$ cat src/rtl/usb_audio_pkg.sv
// Shared types and constants for the USB audio gain stage.
package usb_audio_pkg;
  localparam int GAIN_W     = 9;
  localparam int GAIN_UNITY = 256;
  localparam int SAMPLE_W   = 16;
  localparam int NUM_CH     = 2;
  localparam int SHIFT      = $clog2(GAIN_UNITY);

  typedef logic [GAIN_W-1:0] gain_t;

  typedef enum logic [2:0] {
    ST_IDLE    = 3'd0,
    ST_CAPTURE = 3'd1,
    ST_MUL0    = 3'd2,
    ST_MUL1    = 3'd3,
    ST_OUTPUT  = 3'd4
  } state_e;

  // Move g toward t by at most step, never past t.
  function automatic gain_t ramp_step(input gain_t g, input gain_t t,
                                      input logic [GAIN_W:0] step);
    logic [GAIN_W:0] up;
    logic [GAIN_W:0] dn;
    logic [GAIN_W:0] gap;
    up  = {1'b0, g} + step;
    dn  = {1'b0, g} - step;
    gap = {1'b0, g} - {1'b0, t};
    if (g < t)      ramp_step = (up > {1'b0, t}) ? t : up[GAIN_W-1:0];
    else if (g > t) ramp_step = (gap > step) ? dn[GAIN_W-1:0] : t;
    else            ramp_step = g;
  endfunction
endpackage

$ cat src/rtl/usb_audio_clk_sync.sv
// Audio_Clk synchroniser with a one-cycle pulse on the synced rising edge.
module usb_audio_clk_sync #(
  parameter int SYNC_STAGES = 2
) (
  input  logic clk,
  input  logic rst,
  input  logic async_in,
  output logic rise
);
  logic [SYNC_STAGES-1:0] sync_q;
  logic                   last_q;

  always_ff @(posedge clk or posedge rst) begin
    if (rst) begin
      sync_q <= '0;
      last_q <= 1'b0;
    end else begin
      sync_q <= {sync_q[SYNC_STAGES-2:0], async_in};
      last_q <= sync_q[SYNC_STAGES-1];
    end
  end

  assign rise = sync_q[SYNC_STAGES-1] & ~last_q;
endmodule

$ cat src/rtl/usb_audio_gain.sv
// Stereo soft-ramped gain stage: one shared multiplier, one registered
// output pair per Audio_Clk period.
module usb_audio_gain
  import usb_audio_pkg::*;
#(
  parameter int SYNC_STAGES = 2,
  parameter int RAMP_STEP   = 1
) (
  input  logic                             Clk,
  input  logic                             Reset,
  input  logic                             Active,
  input  logic                             Mute,
  input  logic [NUM_CH-1:0][7:0]           Volume,
  input  logic                             Audio_Clk,
  input  logic [NUM_CH-1:0][SAMPLE_W-1:0]  Audio,
  output logic [NUM_CH-1:0][SAMPLE_W-1:0]  Out_Audio,
  output logic                             Out_Valid
);
  // Only the low SAMPLE_W+SHIFT bits of the product survive the shift and
  // truncation, so the multiplier is kept at that width.
  localparam int PROD_W = SAMPLE_W + SHIFT;
  localparam logic [GAIN_W:0] STEP = (GAIN_W+1)'(RAMP_STEP);

  state_e                           state_q, state_d;
  logic                             rise, pending_q, mul_sel;
  gain_t [NUM_CH-1:0]               gain_q, target;
  logic [NUM_CH-1:0][SAMPLE_W-1:0]  smp_q;
  logic [SAMPLE_W-1:0]              res0_q;
  logic [PROD_W-1:0]                prod_q, mul_a, mul_b;

  usb_audio_clk_sync #(.SYNC_STAGES(SYNC_STAGES)) u_sync (
    .clk      (Clk),
    .rst      (Reset),
    .async_in (Audio_Clk),
    .rise     (rise)
  );

  for (genvar ch = 0; ch < NUM_CH; ch++) begin : g_target
    assign target[ch] = (Mute | ~Active) ? '0 : {1'b0, Volume[ch]} + 9'd1;
  end

  always_comb begin
    state_d = state_q;
    case (state_q)
      ST_IDLE:    if (rise | pending_q) state_d = ST_CAPTURE;
      ST_CAPTURE: state_d = ST_MUL0;
      ST_MUL0:    state_d = ST_MUL1;
      ST_MUL1:    state_d = ST_OUTPUT;
      ST_OUTPUT:  state_d = ST_IDLE;
      default:    state_d = ST_IDLE;
    endcase
  end

  assign mul_sel = (state_q == ST_MUL1);
  assign mul_a   = {{(PROD_W-SAMPLE_W){smp_q[mul_sel][SAMPLE_W-1]}}, smp_q[mul_sel]};
  assign mul_b   = {{(PROD_W-GAIN_W){1'b0}}, gain_q[mul_sel]};

  always_ff @(posedge Clk or posedge Reset) begin
    if (Reset) begin
      state_q   <= ST_IDLE;
      pending_q <= 1'b0;
      gain_q    <= '0;
      smp_q     <= '0;
      prod_q    <= '0;
      res0_q    <= '0;
      Out_Audio <= '0;
      Out_Valid <= 1'b0;
    end else begin
      state_q   <= state_d;
      Out_Valid <= 1'b0;
      // A rise arriving during CAPTURE must survive the clear.
      if (state_q == ST_CAPTURE)    pending_q <= rise;
      else if (state_q != ST_IDLE)  pending_q <= pending_q | rise;
      case (state_q)
        ST_CAPTURE: begin
          smp_q <= Audio;
          for (int c = 0; c < NUM_CH; c++)
            gain_q[c] <= ramp_step(gain_q[c], target[c], STEP);
        end
        ST_MUL0: prod_q <= mul_a * mul_b;
        ST_MUL1: begin
          res0_q <= prod_q[SHIFT +: SAMPLE_W];
          prod_q <= mul_a * mul_b;
        end
        ST_OUTPUT: begin
          Out_Audio[0] <= res0_q;
          Out_Audio[1] <= prod_q[SHIFT +: SAMPLE_W];
          Out_Valid    <= 1'b1;
        end
        default: ;
      endcase
    end
  end
endmodule

$ cat config.mk
export PLATFORM = sky130hd
export DESIGN_NAME = usb_audio_gain
export DESIGN_NICKNAME = d
export VERILOG_FILES = /design/src/rtl/usb_audio_pkg.sv /design/src/rtl/usb_audio_clk_sync.sv /design/src/rtl/usb_audio_gain.sv
export SDC_FILE = /design/constraint.sdc
export NUM_CORES = 1
export LEC_CHECK = 0
export BUFFER_PORTS_ARGS = -buffer_cell sky130_fd_sc_hd__buf_2
export CAP_MARGIN = 40
export CORE_ASPECT_RATIO = 0.6
export CORE_MARGIN = 10
export CORE_UTILIZATION = 60
export DETAILED_ROUTE_END_ITERATION = 16
export HOLD_SLACK_MARGIN = 0.02
export PLACE_DENSITY = 0.78
export SYNTH_ARGS = -nofsm -noshare
export SYNTH_HDL_FRONTEND = slang
export SYNTH_HIERARCHICAL = 1
export SYNTH_SLANG_ARGS = --single-unit
$ cat constraint.sdc
create_clock -name Clk -period 14.2 [get_ports Clk]
set_clock_uncertainty 0.05 [all_clocks]
set_input_delay 2.84 -clock Clk [delete_from_list [all_inputs] [get_ports Clk]]
set_output_delay 2.84 -clock Clk [all_outputs]
set_load 0.02 [all_outputs]
==> metrics <==
PostCTS Resize Cnt 0; H-tree levels 4; drt first pass iters 5; largest net degree at the start of global routing 63; layout cell share with drive strength beyond 1 12.8%; endpoints failing hold 0; I/O Buffers 85; Startpoint Class flop; Worst Hold Depth 0; vias in the first global route 10.1k; R2R setup slack 7.17 ns; Final Cycle Share 49.5%; Nets 1,715; wire length per cell 17.8 um; mean post-synth cell area 8.73 um^2; I/O pins 86; Synth async-reset ratio 100%; initial antenna violation count 0; CTS tree built; Antenna Nets Post-Route 0; final routed DRC violation total 0; DPL Wire Length 24.4 mm; cells on worst reg2reg path 22; r2r endpoint prod_q[21]; number of synthesized register bits 122; GP Congestion 0.981; CP Cell Sequence nand3b_4, buf_16, mux2i_1, clkbuf_2, nor2_1, fa_1, fa_1, inv_1, fa_1, inv_1, fa_1, fa_1, ha_1, a21o_1, a211oi_1, o21ai_1, o2111ai_1, o211a_1, nor2_1, a31oi_1, xor2_1, o21ai_1; Crit. End Element flop; Synth Instances 1,386; WHS Endpoint u_sync/sync_q[1]; CTS Buf Count 17; crit-path most repeated cell fa_1; worst hold path type flop to flop; EDFF count, synth 0; Slowest-stage cell, CP mux2i_1; Max-Cap Viols 0; Hold Buf Count CTS 0; clock slew at reported path FFs 0.06 ns; RSZ-0062 raised after global routing no; Total GRT Usage 24.6%; Setup CP Type flop to flop; core area 19,900 um^2; DIE WIDTH 203 um; vias post-DR 9,974; Synth Warn # 6; Bufs on Longest Clock Path 2; Final setup viols 0; Netlist Area Pre-Place 12,100 um^2; max frequency 0.142 GHz; final slew viol count 0; hold_sp u_sync/sync_q[0]; num rows 40; post-synthesis sequential area ratio 25.2%; DRT Wirelength 30.9 mm; total negative slack 0 ns; gr ovfl total 0; initial core utilization 60.8%; CP required 14.46 ns; WP data arrival 7.29 ns; Die Y-Extent 130 um; die area 26,400 um^2; CP Max Fanout 49; status finished clean; Critical R2R Launch state_q[0]; first-pass GRT wire length 52.0 mm; Slew @ Worst Pin 0.950 ns; library cells used by synthesis 65; min Tclk post-route 7.03 ns; area grow syn2layout 10.5%; post-CTS setup buffer count 0; clock latency at the later pin of the worst-skew pair 0.43 ns; initial drt markers 851; Synth Flop Type dfrtp_1; ant diodes 0; CP max stage delay 0.55 ns; max_slew headroom 36.2%; vias per cell 5.74; CTS Root Cell clkbuf_16; Num Clock Sinks 122; syn nets 1,647
layout by cell type, fill, tap and decap left out, types with 4 or more instances in the layout:
cell type	n
nand2_1	315
inv_1	146
nor2_1	125
dfrtp_1	122
fa_1	116
ha_1	92
buf_2	85
xnor2_1	48
o21ai_0	39
mux2_2	39
mux2i_1	36
a21oi_1	35
nand3_1	28
xor2_1	22
nor3_1	20
clkbuf_16	17
o21ai_1	14
nor2b_1	12
buf_4	12
nand2b_1	11
and3_1	10
a21o_1	9
nand4_1	9
o21a_1	9
o211ai_1	9
o31ai_1	5
a211oi_1	4
or3_1	4
a21oi_2	4
clkinvlp_4	4
routing by layer:
metal,GRT usage [%],vias up,share of wire [%]
li1,-,4630,-
met1,34.5,4888,45
met2,36.3,413,43
met3,7.33,43,10
met4,6.94,0,1.5
met5,0,-,0
layout make-up:
type / instances / area, um^2
fill: 1617 / 6550
clock inverter: 11 / 101
multi-input combinational: 1064 / 8290
timing repair buffer: 102 / 602
sequential: 122 / 3050
tap: 273 / 342
inverter: 147 / 554
clock buffer: 19 / 433
sequential cells by signal (all words and copies together) (netlist names):
register       count
prod_q            16
Out_Audio         32
pending_q          1
state_q            3
gain_q            18
u_sync/last_q      1
res0_q            16
u_sync/sync_q      2
Out_Valid          1
smp_q             32
cells in the mapped netlist, drive strengths merged, types with 10 or more instances:
cell      n  area [um^2]
nand2   315         1180
inv     147          552
nor2    125          469
dfrtp   122         3050
fa      116         2320
ha       92         1150
o21ai    55          283
xnor2    48          420
clkbuf   41          154
mux2     40          454
a21oi    39          210
mux2i    36          360
nand3    28          140
xor2     22          193
nor3     20          100
nor2b    13         88.8
buf      12         63.8
nand2b   11         68.8
and3     10         62.6
worst max path at each step:
stage	from	to	slack, ns	depth (start not counted)
3_5_place_dp	state_q[0]	prod_q[23]	7.13	21
3_3_place_gp	state_q[0]	prod_q[21]	6.59	21
4_1_cts	state_q[0]	prod_q[21]	7.10	21
6_report	state_q[0]	prod_q[21]	7.17	22
5_1_grt	state_q[0]	prod_q[21]	6.76	22
2_1_floorplan	state_q[0]	prod_q[21]	7.79	24
stage by stage:
| step | util [%] | hold slack (ns) | instance area [um^2] | setup WS [ns] | cells |
|---|---|---|---|---|---|
| 2_1_floorplan | - | 0.281 | 12100 | 7.79 | 1386 |
| 3_3_place_gp | 63.8 | 0.290 | 12700 | 6.59 | 1698 |
| 3_5_place_dp | 64.4 | 0.288 | 12800 | 7.13 | 1707 |
| 4_1_cts | 67.1 | 0.311 | 13400 | 7.10 | 1737 |
| 5_1_grt | 67.1 | 0.326 | 13400 | 6.76 | 1738 |
| 6_report | 67.1 | 0.304 | 13400 | 7.17 | 1738 |
kinds of logic (layout without fill, tap and decap cells):
kind of cell	count (synthesis)	after routing	synth area share [%]
AOI/OAI and AO/OA	158	158	8.50
xor gates and xnor gates	70	70	5.07
adders and majority gates	208	208	28.7
buffers and inverters	200	279	6.36
DFF	122	122	25.2
muxes	76	76	6.73
and+or+nand+nor	552	552	19.4
worst max-delay path: cells and delay by family (launching register included):
kind,cells,cell delay (ns)
multiplexers,1,0.55
buffers and inverters,4,0.70
flip-flops,1,0.49
AO/OA/AOI/OAI,7,1.66
adder cells (fa/ha/maj),6,2.79
XOR/XNOR,1,0.17
AND/OR/NAND/NOR,3,0.47
Power is left out: the tool's default activity adds up to more than one toggle a clock period on the data nets, which glitch-free logic cannot reach.
